[config.mk]
export PLATFORM = sky130hd
export DESIGN_NAME = instr_sequencer
export DESIGN_NICKNAME = d
export VERILOG_FILES = /design/src/rtl/instr_sequencer_pkg.sv /design/src/rtl/instr_sequencer_prog_ctr.sv /design/src/rtl/instr_sequencer.sv
export SDC_FILE = /design/constraint.sdc
export NUM_CORES = 1
export LEC_CHECK = 0
export BUFFER_PORTS_ARGS = -buffer_cell sky130_fd_sc_hd__buf_2
export CAP_MARGIN = 20
export CORE_ASPECT_RATIO = 1.5
export CORE_MARGIN = 2
export CORE_UTILIZATION = 54
export CTS_CLUSTER_DIAMETER = 50
export DETAILED_ROUTE_END_ITERATION = 10
export PLACE_DENSITY = 0.85
export SLEW_MARGIN = 10
export SYNTH_ARGS = -nofsm -noshare
export SYNTH_HDL_FRONTEND = slang
export SYNTH_SLANG_ARGS = --single-unit
[constraint.sdc]
create_clock -name clk -period 3.3 [get_ports clk]
set_clock_uncertainty 0.15 [all_clocks]
set_input_delay 0.825 -clock clk [delete_from_list [all_inputs] [get_ports clk]]
set_output_delay 0.825 -clock clk [all_outputs]
set_load 0.01 [all_outputs]
[src/rtl/instr_sequencer_pkg.sv]
// Shared definitions for the instruction sequencer: widths, the opcode
// mnemonics, FSM states and the program counter load selects.
package instr_sequencer_pkg;

  localparam int PC_W   = 10;
  localparam int OP_W   = 5;
  localparam int IMM_W  = 5;
  localparam int INST_W = OP_W + IMM_W;

  // Opcodes 18..31 are undefined and execute as no-ops.
  typedef enum logic [OP_W-1:0] {
    oLSR   = 5'd0,
    oRSR   = 5'd1,
    oMOVER = 5'd2,
    oMOVEA = 5'd3,
    oXOR   = 5'd4,
    oRXOR  = 5'd5,
    oADDI  = 5'd6,
    oAND   = 5'd7,
    oANDI  = 5'd8,
    oADD   = 5'd9,
    oSUB   = 5'd10,
    oLUT   = 5'd11,
    oLOAD  = 5'd12,
    oSTORE = 5'd13,
    oBEQ   = 5'd14,
    oBLT   = 5'd15,
    oJUMP  = 5'd16,
    oHALT  = 5'd17
  } op_mne;

  typedef enum logic [2:0] {
    IDLE    = 3'd0,
    FETCH   = 3'd1,
    DECODE  = 3'd2,
    EXEC    = 3'd3,
    MEMWAIT = 3'd4,
    WBACK   = 3'd5,
    HALTED  = 3'd6
  } state_t;

  typedef enum logic [2:0] {
    PC_HOLD  = 3'd0,
    PC_CLEAR = 3'd1,
    PC_INC   = 3'd2,
    PC_REL   = 3'd3,
    PC_PAGE  = 3'd4
  } pc_sel_t;

  function automatic logic writes_reg(input logic [OP_W-1:0] opc);
    case (opc)
      oLSR, oRSR, oMOVER, oMOVEA, oXOR, oRXOR, oAND, oANDI,
      oADD, oADDI, oSUB, oLUT, oLOAD: writes_reg = 1'b1;
      default:                        writes_reg = 1'b0;
    endcase
  endfunction

endpackage

[src/rtl/instr_sequencer_prog_ctr.sv]
// Program counter register: hold, clear, increment, signed relative step,
// or absolute load within the current 32-word page. Wraps modulo 1024.
module instr_sequencer_prog_ctr
  import instr_sequencer_pkg::*;
(
  input  logic             clk,
  input  logic             rst,
  input  pc_sel_t          sel,
  input  logic [IMM_W-1:0] imm,
  output logic [PC_W-1:0]  pc
);

  logic [PC_W-1:0] imm_sext;

  assign imm_sext = {{(PC_W-IMM_W){imm[IMM_W-1]}}, imm};

  always_ff @(posedge clk or posedge rst) begin
    if (rst) begin
      pc <= '0;
    end else begin
      case (sel)
        PC_CLEAR: pc <= '0;
        PC_INC:   pc <= pc + PC_W'(1);
        PC_REL:   pc <= pc + imm_sext;
        PC_PAGE:  pc <= {pc[PC_W-1:IMM_W], imm};
        default:  pc <= pc;
      endcase
    end
  end

endmodule

[src/rtl/instr_sequencer.sv]
// Multi-cycle instruction sequencer. The strobes are single-cycle pulses with
// no handshake: the ALU/memory must act in the cycle a strobe is high.
module instr_sequencer
  import instr_sequencer_pkg::*;
(
  input  logic              clk,
  input  logic              rst,
  input  logic              start,
  input  logic [INST_W-1:0] inst_in,
  input  logic              zero,
  output logic [PC_W-1:0]   pc,
  output logic [OP_W-1:0]   op,
  output logic [IMM_W-1:0]  imm,
  output logic              reg_wr_en,
  output logic              mem_rd_en,
  output logic              mem_wr_en,
  output logic              done,
  output state_t            state
);

  state_t            state_q;
  state_t            state_d;
  logic [INST_W-1:0] inst_q;
  logic              zero_q;
  pc_sel_t           pc_sel;

  instr_sequencer_prog_ctr prog_ctr (
    .clk (clk),
    .rst (rst),
    .sel (pc_sel),
    .imm (imm),
    .pc  (pc)
  );

  always_ff @(posedge clk or posedge rst) begin
    if (rst) state_q <= IDLE;
    else     state_q <= state_d;
  end

  always_ff @(posedge clk or posedge rst) begin
    if (rst) begin
      inst_q <= '0;
      op     <= '0;
      imm    <= '0;
      zero_q <= 1'b0;
    end else begin
      if (state_q == FETCH) inst_q <= inst_in;
      if (state_q == DECODE) begin
        op  <= inst_q[INST_W-1:IMM_W];
        imm <= inst_q[IMM_W-1:0];
      end
      if (state_q == EXEC) zero_q <= zero;
    end
  end

  always_comb begin
    state_d = state_q;
    case (state_q)
      IDLE, HALTED: if (start) state_d = FETCH;
      FETCH:   state_d = DECODE;
      DECODE:  state_d = EXEC;
      EXEC: begin
        case (op)
          oLOAD:   state_d = MEMWAIT;
          oSTORE:  state_d = FETCH;
          oHALT:   state_d = HALTED;
          default: state_d = WBACK;
        endcase
      end
      MEMWAIT: state_d = WBACK;
      WBACK:   state_d = FETCH;
      default: state_d = IDLE;
    endcase
  end

  // Strobes decode the live state so an asynchronous reset drops them at once.
  always_comb begin
    reg_wr_en = 1'b0;
    mem_rd_en = 1'b0;
    mem_wr_en = 1'b0;
    pc_sel    = PC_HOLD;
    case (state_q)
      IDLE, HALTED: if (start) pc_sel = PC_CLEAR;
      EXEC: begin
        if (op == oLOAD) begin
          mem_rd_en = 1'b1;
        end else if (op == oSTORE) begin
          mem_wr_en = 1'b1;
          pc_sel    = PC_INC;
        end
      end
      WBACK: begin
        reg_wr_en = writes_reg(op);
        case (op)
          oBEQ, oBLT: pc_sel = zero_q ? PC_REL : PC_INC;
          oJUMP:      pc_sel = PC_PAGE;
          default:    pc_sel = PC_INC;
        endcase
      end
      default: pc_sel = PC_HOLD;
    endcase
  end

  assign done  = (state_q == HALTED);
  assign state = state_q;

endmodule

== Word-level counts from Yosys, hierarchy flattened ==
Memory sizes are Yosys's and may differ from the RTL's.
Index checks and enable logic that the tools add are counted.
Storage, ports and cells
  bits in read-only memories: 16
  bits in latches: 0
  bits in writable memories: 0
  memories: 1
  bits in registers: 34
Memory list
  (no name shown): words 16, bits a word 1, rd ports 1, clocked after memory_dff 0, wr ports 0, line instr_sequencer_pkg.sv:51  | case (opc)
Cells by class
  $lt $le $gt $ge: 0
  multipliers: 0
  add/subtract/negate cells: 2
  mux-type cells: 17
  divide/modulo/power cells: 0
  shift-type cells: 0
  bitwise gates (word level): 1
  equal/unequal tests: 17
  reductions and logical operators: 6
Operators with widths (number)
  one-hot mux 10 bit (4 select lines): 1
  == test 5 x 4 -> 1 bit, second input constant: 4
  one-hot mux 3 bit (3 select lines): 2
  one-hot mux 3 bit (6 select lines): 1
  == test 3 x 2 -> 1 bit, second input constant: 4
  == test 3 bit, second input constant: 4
  adder 10 x 1 -> 10 bit, second input constant: 1
  adder 10 bit: 1
  == test 5 bit, second input constant: 2
  two-way mux 1 bit: 9
  == test 3 x 1 -> 1 bit, second input constant: 2
  one-hot mux 3 bit (2 select lines): 1
  two-way mux 2 bit: 2
  nonzero test 4 bit: 1
  OR reduction 2 bit: 2
  logical NOT 3 bit: 1
  two-way mux 3 bit: 1
  nonzero test 3 bit: 1
  != test 2 bit, second input constant: 1
  AND reduction 2 bit: 1
  NOT 1 bit: 1

== Longest topological paths before layout ==
Gate-level depths: netlist (run 1).
  depth in word-level cells: 7
  depth in mapped cells: 12

== Modules after synthesis ==
A second synthesis (run 1) with hierarchy kept.
Second synthesis, totals
  cells, all modules: 194
  area total of the unflattened synthesis: 2139.6 um^2
Modules (own cells, without submodules)
  instr_sequencer_prog_ctr: area an instance 1082.3 um^2, cells an instance 112, sequential area each 250.2 um^2, instances 1
  instr_sequencer: area an instance 1057.3 um^2, cells an instance 82, sequential area each 600.6 um^2, instances 1

== Least setup slack after synthesis (run 1) ==
OpenSTA, ideal clock, no wires.
  kind: register to register
  start: reg state_q[1], in the netlist state[1]
  end: reg prog_ctr.pc[9]
  buffers on the path: 1
  arrival: 2664 ps
  cell stages (with the launch flop): 12
  path slack: 359 ps
  period minus slack after synthesis: 2941 ps
  cells stage by stage: dfrtp_1 buf_4 nand3b_1 nor3_2 and2_1 ha_1 a21oi_1 nor2b_1 a311o_1 a21oi_1 mux2_2 mux2i_1
On the way
  cells in the longest elaborated chain, start to end: 6
Ends and longest elaborated chain
  from (decl): line instr_sequencer.sv:21  | state_t state_q;
  from (signal assigned): line instr_sequencer.sv:37  | else state_q <= state_d;
  == test 3 bit / logical NOT 3 bit (equally long branches): line instr_sequencer.sv:82  | case (state_q)
  OR reduction 2 bit: line instr_sequencer.sv:82
  one-hot mux 3 bit (3 select lines) *: line instr_sequencer.sv:82
  == test 3 x 1 -> 1 bit, or another cell as far along: line instr_sequencer_prog_ctr.sv:21  | case (sel)
  nonzero test 3 bit (no line) / NOT 1 bit (equally long branches)
  AND reduction 2 bit (no line)
  to (signal assigned): line instr_sequencer_prog_ctr.sv:23  | PC_INC: pc <= pc + PC_W'(1);
  to (signal assigned): line instr_sequencer_prog_ctr.sv:24  | PC_REL: pc <= pc + imm_sext;
  to (signal assigned): line instr_sequencer_prog_ctr.sv:25  | PC_PAGE: pc <= {pc[PC_W-1:IMM_W], imm};
  to (decl): line instr_sequencer_prog_ctr.sv:10  | output logic [PC_W-1:0] pc
Mark *: on every way between the ends. The rest lies on a longest branch, timed or not.
A chain may end at the register's enable or synchronous reset.

== Worst setup path after layout (run 1) ==
  start: reg op[4]
  end: reg prog_ctr.pc[9]
On the way
  cells in the longest elaborated chain, start to end: 7
Ends and longest elaborated chain
  from (decl): line instr_sequencer.sv:12  | output logic [OP_W-1:0] op,
  from (signal assigned): line instr_sequencer.sv:49  | op <= inst_q[INST_W-1:IMM_W];
  == test 5 x 4 -> 1 bit (on tied branches): line instr_sequencer.sv:94, instr_sequencer.sv:87
  OR reduction 2 bit / two-way mux 2 bit (equally long branches): line instr_sequencer.sv:94, instr_sequencer.sv:87
  one-hot mux 3 bit (2 select lines) / two-way mux 2 bit (equally long branches): line instr_sequencer.sv:94, instr_sequencer.sv:85
  one-hot mux 3 bit (3 select lines) *: line instr_sequencer.sv:82
  == test 3 x 1 -> 1 bit, or another cell as far along: line instr_sequencer_prog_ctr.sv:21
  nonzero test 3 bit (no line) / NOT 1 bit (equally long branches)
  AND reduction 2 bit (no line)
Marks and branches as above.

==> results.md, run 1 <==
* Post-Syn Nets at 191
* Area contributors post-synth: dfrtp_1, mux2_2, ha_1
* Final Cycle Share at 91.7%
* Setup Total Neg Slack at 0 ns
* Antenna violations before repair at 0
* EDFF count, synth at 0
* Compound-Gate Fraction of Synth Area at 11.5%
* Post-synthesis register bit count at 34
* Vias in the first global route at 1518
* CP Launch Type: register
* GRT Total Usage at 22.6%
* Yosys top cell area share at 45.4%
* Yosys synthesis warning count at 0
* Worst Hold Class: register to register
* Final nets at 239
* Share of layout cells above drive strength 1 at between 30% and 40%
* Most frequent cells after synthesis: dfrtp_1, mux2_2, a21oi_1, nand2_1, nor2_1
* Leak at 0.00114 uW
* DIE AREA at 3970 sq um
* Die width at roughly 52 um
* # rows at 26
* Final-report hold violation count at 0
* Status: finished, final reports clean
* Worst-path clk slew at 0.07 ns
* Register area share after synthesis at around 45%
* CP max FO at 7
* TritonCTS clock tree: built
* Clock sink total at 34
* Num CTS Buffers at 5
* First-pass GRT wire length at 6.73 mm
* Peak VDD IR at approximately 0.72 mV
* Via density at 5.63
* Fillers at 264
* Crit path DAT at between 3 and 4 ns
* Antenna Nets Post-Route at 0
* Async SR Flop Fraction at 100%
* Worst-Skew Late Latency at approximately 0.3 ns
* Highest cell delay on the worst timing path at 0.40 ns
* Starting DRT DRC Count at 30
* Post-CTS Hold Buffers at 0
* Slowest stage cell on the critical path: dfrtp_1
* Max clock buf depth at 2
* Synth area leader: dfrtp_1
* DRT Wirelength at 3.84 mm
* Routed wire per std cell at 14.9 um
* Remaining routing DRC violations at 0
* Area grow syn2layout at 21.7%
* Max cap viols at 0
* Fmax at 330 MHz
* Setup WS pre-CTS at 0.220 ns
* Worst path cell trace: nand3b_1 -> nor3_4 -> nand2_1 -> inv_1 -> ha_1 -> inv_1 -> nor2_1 -> a311o_1 -> a21oi_1 -> mux2_2 -> mux2i_1
* CP Capture Type: register
* RSZ-0062 raised after global routing: no
* Pin count of the biggest net entering global routing at 35
* Total congestion overflow at 0
* XOR/XNOR share of the synthesized area at roughly 3.3%
* Netlist cell types at 38
* Detailed Place HPWL at 2.96 mm
* Most used flip-flop cell after synthesis: dfrtp_1
* Antenna diodes at 0
* Starting Density at 55.9%
* Fin worst setup slack at 0.273 ns
* DRT Pass-1 Iters at 4
* Die H at 76.2 um
* Relative slew slack at a little under half
* CP Class: register to register
* Slew @ Worst Pin at 0.791 ns
* Final setup vio count at 0
* Pwr dens at 914 nW/um^2
* Post-Synth Adder-Cell Area at 7.08%
* I/O Pins at 41
* Simple-gate portion of the synthesized area at 15.6%
* IO Port Bufs at 40
* Root Driver: clkbuf_8
* H-tree Lvls at 2
* Mux cell area share after synthesis at 15.4%
* CP Data Required Time at between 3 and 4 ns
* Final slew viol count at 0
* Tmin final at 3.03 ns
* Crit-path most repeated cell: inv_1
* Cell count after synthesis at around 170
* Via count at around 1500
* Count leader, synth: dfrtp_1
* Core region area at 3350 sq um
* Main combinational cell family by area after synthesis: simple AND/OR/NAND/NOR gates
* GPL Wtd Cong at 0.908
* Synth Cell Area at approximately 1900 sq um
* Synthesized area per cell at roughly 11 sq um
==> cell families (layout without fill, tap and decap cells) <==
kind of cell / count (synthesis) / after routing
flops: 34 / 34
compound gates: 33 / 33
buf+inv: 7 / 56
fa+ha+maj: 10 / 10
xor+xnor: 7 / 7
simple gates: 50 / 50
mux: 26 / 26
==> sequential cells by signal, indices dropped and copies added, names as in the netlist <==
signal / cells
imm: 5
inst_q: 10
op: 5
prog_ctr.pc: 10
state: 3
zero_q: 1
==> report_power, final <==
group	internal, uW	leakage [uW]	switching, uW
sequential	608	0.000422	163
clock	302	0.0000683	159
combinational	427	0.000648	425
==> path summary, 6_finish.rpt <==
kind	start	endpoint	slack [ns]	depth (start not counted)
max reg2reg	op[4]	prog_ctr.pc[9]	0.27	11
min in group asynchronous	rst	inst_q[1]	0.46	3
max in group asynchronous	rst	prog_ctr.pc[8]	2.24	3
min reg2reg	inst_q[8]	inst_q[8]	0.35	1
max	op[4]	prog_ctr.pc[9]	0.27	11
min	inst_q[8]	inst_q[8]	0.35	1
==> per-layer routing <==
layer / vias to the layer above / global-route usage (%) / part of all wire [%]
li1: 702 / - / -
met1: 703 / 25.4 / 38
met2: 41 / 39.4 / 55
met3: 7 / 4.90 / 4.8
met4: 0 / 9.74 / 2.0
met5: - / 0 / 0
==> timing repair <==
item / CTS / global route
resized for setup: 0 / 1
setup endpoints to repair: 0 / 2
buffers inserted: 0 / 0
==> per-stage QoR <==
stage                     instance area, sq um  utilization [%]  std cells  hold WS (ns)  total power [uW]
after floorplan                           1870                -        167         0.325              1350
after global placement                    2140             63.8        250         0.328              1600
after detailed placement                  2140             63.8        250         0.344              1630
after CTS                                 2270             67.9        258         0.360              2100
after global routing                      2280             68.1        258         0.379              2230
final                                     2280             68.1        258         0.354              2080
==> critical path: cells and delay by family (launching register included) <==
family          cells  cell delay, ns
compound gates      2            0.51
buf+inv             2            0.28
flops               1            0.40
mux                 2            0.48
simple gates        4            0.82
fa+ha+maj           1            0.27
==> area by class of cell <==
cell class                      instances  area [sq um]  area share, %
Multi-Input combinational cell        126           995           43.6
Sequential cell                        34           851           37.3
Timing Repair Buffer                   44           230           10.1
Clock buffer                            5          68.8           3.02
Clock inverter                          3          68.8           3.02
Tap cell                               42          52.6           2.30
Inverter                                4          15.0          0.658
==> cells in the final DEF, fill, tap and decap left out, types with 4 or more instances in the layout <==
cell type / count
buf_2: 40
dfrtp_1: 34
xnor2_1: 5
clkbuf_8: 5
o21ai_0: 6
a21o_1: 6
nand2_1: 10
mux2i_1: 4
mux2_2: 22
buf_4: 4
inv_1: 4
ha_1: 9
nor2_1: 10
nand2b_1: 5
nand3b_1: 4
a21oi_1: 10
No activity file was read; power rests on OpenSTA's default activity.
==> run 2: changes to the inputs <==
- CORE_UTILIZATION: 54 -> 58
- PLACE_DENSITY: 0.85 -> 0.9
- clock period: 3.3 -> 3.6 ns (I/O delays scaled with it)
==> run 2 against run 1 <==
Against the previous run:
- critical path type unchanged
- global-route usage increased by 1.7 points
- largest power group is now registers
- first-iteration DRC count shrank 37%
- clock power is 35% lower
- cell count is 1.9% lower
- highest routed layer unchanged
- combinational power decreased by 14%
==> results.md, run 2 (same netlist as run 1, synthesis figures left out) <==
* Slew @ Worst Pin at 0.810 ns
* Setup repair bufs after CTS at 0
* Fmax at 312 MHz
* TritonCTS clock tree: built
* Crit-path most repeated cell: inv_1
* DRT Wirelength at 3.94 mm
* Most frequent cells in the layout: buf_2, dfrtp_1, mux2_2
* Leak at 0.00109 uW
* Hold endpoint: prog_ctr.pc[9]
* I/O Pins at 41
* Status: finished, final reports clean
* Final core occ at between 70 and 80%
* R2R setup slack at around 0.39 ns
* GPL Wtd Cong at about 0.89
* Antenna Nets Post-Route at 0
* Via count at 1468
* Detailed Place HPWL at 2.99 mm
* Largest registers: inst_q (10), prog_ctr.pc (10)
* Worst-path clk slew at 0.07 ns
* DRT Pass-1 Iters at 4
* Worst path cell trace: nand3b_1 -> nor3_2 -> nand2_1 -> inv_1 -> ha_1 -> inv_1 -> nor2_1 -> a311o_1 -> a21oi_1 -> mux2_2 -> mux2i_1
* Setup WS pre-CTS at 0.398 ns
* GRT Total Usage at between 20% and 30%
* Routed wire per std cell at 15.6 um
* CP Launch Type: register
* DIE AREA at 3710 sq um
* CP Class: register to register
* Total congestion overflow at 0
* FF-to-FF End: prog_ctr.pc[9]
* Worst-Skew Late Latency at between 0.2 and 0.3 ns
* CP max FO at 7
* Num CTS Buffers at 5
* H-tree Lvls at 2
* Post_cts resized at 0
* Antenna violations before repair at 0
* Slowest stage cell on the critical path: nor3_2
* Worst r2r src: op[4]
* Starting DRT DRC Count at 19
* Die width at 50.4 um
* Post-CTS Hold Buffers at 0
* Max cap viols at 0
* Setup Total Neg Slack at 0 ns
* RSZ-0062 raised after global routing: no
* Area grow syn2layout at 17.8%
* Die H at 73.6 um
* Final-report hold violation count at 0
* Fillers at 244
* # rows at 25
* CP startpoint: op[4]
* Final setup vio count at 0
* Final slew viol count at 0
* Pwr dens at 800 nW/um^2
* Relative slew slack at a little under half
* Worst hold start: prog_ctr.pc[9]
* Peak VDD IR at 0.616 mV
* Pin count of the biggest net entering global routing at 35
* Root Driver: clkbuf_8
* Worst Hold Class: register to register
* Fin worst setup slack at 0.390 ns
* Final Cycle Share at 89.2%
* Remaining routing DRC violations at 0
* Multi-input logic area at 988 sq um
* Max clock buf depth at 2
* Share of layout cells above drive strength 1 at 37.1%
* Starting Density at about three fifths
* Commonest non-fill, non-tap cell in the layout: buf_2
* Vias in the first global route at 1500
* Tmin final at 3.21 ns
* Antenna diodes at 0
* IO Port Bufs at 40
* Final nets at 236
* Clock sink total at 34
* Power Total at 1770 uW
* Crit path DAT at 3.24 ns
* Via density at 5.80
* Hold path cells at 1
* FF+latch area at 851 sq um
* Core region area at 3130 sq um
* CP Capture Type: register
* Fin Hold WS at around 0.34 ns
* Reg2Reg Depth at 11
* First-pass GRT wire length at 6.62 mm
* Highest cell delay on the worst timing path at 0.44 ns
* CP Data Required Time at 3.63 ns
## run 2: worst max-delay path, delay by kind of cell (launching register included)
family          cells  cell delay [ns]
simple gates        4             0.92
compound gates      2             0.55
mux                 2             0.47
flops               1             0.41
buf+inv             2             0.31
fa+ha+maj           1             0.27
## run 2: worst max path at each step
stage / end / depth (start not counted)
after global placement: prog_ctr.pc[9] / 11
after detailed placement: prog_ctr.pc[9] / 11
final: prog_ctr.pc[9] / 11
after global routing: prog_ctr.pc[6] / 11
after floorplan: prog_ctr.pc[9] / 11
after CTS: prog_ctr.pc[9] / 11
## run 2: metal layers
metal	GRT usage [%]	routed length (um)	vias to the layer above
met1	26.1	1550	719
met3	6.30	190	9
met2	43.7	2090	47
met4	12.0	110	0
li1	-	-	693
met5	0	0	-
## run 2: where the power goes
group	switching [uW]	internal [uW]	leakage, uW
combinational	360	374	0.000622
sequential	177	557	0.000422
clock	144	154	0.0000472
## run 2: metrics by stage
step	area, sq um	cells
after floorplan	1870	167
after global placement	2110	245
after detailed placement	2110	245
after CTS	2210	253
after global routing	2210	253
final	2210	253
## run 2: layout make-up
| class | instances | share of cell area, % |
|---|---|---|
| Sequential cell | 34 | 38.5 |
| Inverter | 4 | 0.680 |
| Timing Repair Buffer | 41 | 9.41 |
| Multi-Input combinational cell | 126 | 44.8 |
| Clock inverter | 2 | 0.567 |
| Clock buffer | 6 | 3.74 |
| Tap cell | 40 | 2.27 |
==> run 3: changes to the inputs <==
- CORE_UTILIZATION: 58 -> 48
- PLACE_DENSITY: 0.9 -> 0.81
- clock period: 3.6 -> 2.6 ns (I/O delays scaled with it)
==> run 3 against run 2 <==
Against the previous run:
- the flow now finishes with violations (negative setup slack)
- routed wire length rose by 9.1%
- total power rose by 50%
- worst hold slack got worse by 0.052 ns
- cell count rose by 13%
- core utilization fell by 2.5 points
- sequential cell count did not move
- sequential share of layout area fell by 4.9 points
- clock-buffer cell count rose by 1
- global-route usage fell by 2.5 points
- critical path type unchanged
- largest cell class unchanged
- largest power group is now combinational logic
- highest routed layer unchanged
==> results.md, run 3 (same netlist as run 1, synthesis figures left out) <==
* Slowest stage cell on the critical path: dfrtp_1
* IO Port Bufs at 40
* CP Class: register to register
* Remaining routing DRC violations at 0
* Die H at a little over 80 um
* Share of layout cells above drive strength 1 at 51.2%
* Placed instance count at 273
* Final Cycle Share at 103%
* First-pass GRT wire length at just under 7 mm
* DIE AREA at about 4400 sq um
* CP delay by family, top: compound AO/OA/AOI/OAI gates
* Starting DRT DRC Count at 24
* Max cap viols at 0
* Area grow syn2layout at 35.0%
* Num CTS Buffers at 5
* Antenna violations before repair at 0
* Core region area at 3720 sq um
* Vias in the first global route at 1530
* Status: finished, violations left
* Failing checks: negative setup slack
* Fin Hold WS at 0.291 ns
* Routed wire per std cell at 15.1 um
* Reg2Reg Depth at 11
* Total congestion overflow at 0
* Largest registers: inst_q (10), prog_ctr.pc (10)
* Fin cells at between 200 and 300
* DRT Pass-1 Iters at 4
* CP Data Required Time at between 2 and 3 ns
* CP max FO at 5
* Clock sink total at 34
* Power Total at 2650 uW
* Final-report hold violation count at 0
* Pwr dens at 1050 nW/um^2
* Worst Hold Class: input port to asynchronous set/reset pin
* Final setup vio count at 3
* Via count at 1558
* TritonCTS clock tree: built
* Final nets at 265
* Root Driver: clkbuf_8
* RSZ-0062 raised after global routing: yes
* GPL Wtd Cong at 0.890
* # rows at 27
* Crit path DAT at 2.71 ns
* Worst-Skew Late Latency at 0.30 ns
* GRT Total Usage at a little over a fifth
* Relative slew slack at 61.6%
* Pin count of the biggest net entering global routing at 35
* I/O Pins at 41
* Most frequent cells in the layout: buf_2, dfrtp_1, buf_4
* Worst path cell trace: nand3b_1 -> nor3_4 -> nand2b_1 -> ha_2 -> fa_2 -> a21o_1 -> a21oi_2 -> o21bai_1 -> a21oi_2 -> xnor2_1 -> a22o_1
* DRT Wirelength at 4.30 mm
* Highest cell delay on the worst timing path at ~0.37 ns
* Commonest non-fill, non-tap cell in the layout: buf_2
* Final core occ at between 60% and 70%
* Via density at roughly 5.5
* Worst-path clk slew at 0.07 ns
* Levels on crit path at 11
* Fin worst setup slack at -0.0834 ns
* H-tree Lvls at 2
* Antenna Nets Post-Route at 0
* CP Buf/Inv Count at 0
* Fmax at 373 MHz
* Peak VDD IR at ~0.73 mV
* Leak at 0.00125 uW
* Detailed Place HPWL at 3.08 mm
* Tmin final at roughly 2.7 ns
* Max clock buf depth at 2
* Slew @ Worst Pin at 0.575 ns
* Crit-path most repeated cell: a21oi_2
* Die width at 55.0 um
* CP Launch Type: register
* Final slew viol count at 0
* Antenna diodes at 0
* Starting Density at 50.4%
* CP Capture Type: register
run 3: per-stage QoR:
step                worst slack [ns]  TNS (ns)  area [sq um]
finish                       -0.0834    -0.239          2530
global route                  -0.199    -0.625          2530
CTS                          -0.0428   -0.0841          2510
detailed placement            -0.122    -0.282          2350
global placement             -0.0522    -0.104          2350
floorplan                     -0.189    -0.395          1920
run 3: what timing repair did:
action	in CTS	in global routing
setup endpoints to repair	3	4
gates cloned	0	0
pin swaps	6	6
resized for setup	8	3
setup buffers	2	2
hold buffers	0	0
run 3: path summary, 6_finish.rpt:
check                               startpoint        endpoint  slack [ns]
worst max-delay path                  state[1]  prog_ctr.pc[6]       -0.08
worst min-delay path                       rst           op[0]        0.29
worst max register to register        state[1]  prog_ctr.pc[6]       -0.08
worst min register to register  prog_ctr.pc[9]  prog_ctr.pc[9]        0.34
max in group asynchronous                  rst       inst_q[6]        1.70
min in group clk                prog_ctr.pc[9]  prog_ctr.pc[9]        0.34
run 3: layout make-up:
type                    count  area (sq um)
fillers                   317          1190
multi-input cells         126          1090
flip-flops and latches     34           851
repair buffers             70           429
clock buffers               7          86.3
well taps                  43          53.8
inverters                   4          17.5
clock inverters             1          5.00
run 3: metal layers:
| metal | up-vias | share of wire, % | global-route usage [%] |
|---|---|---|---|
| met4 | 0 | 1.7 | 8.05 |
| met2 | 24 | 55 | 37.5 |
| met1 | 771 | 40 | 25.1 |
| met3 | 7 | 3.2 | 5.39 |
| met5 | - | 0 | 0 |
| li1 | 756 | - | - |
run 3: power breakdown:
group,switching [uW],total [uW],internal (uW)
clock,191,405,213
sequential,188,959,771
combinational,615,1290,676
run 3: tightest hold or removal path: stages:
cell   delay (ns)
buf_2        0.09
inv_1        0.04
buf_4        0.38
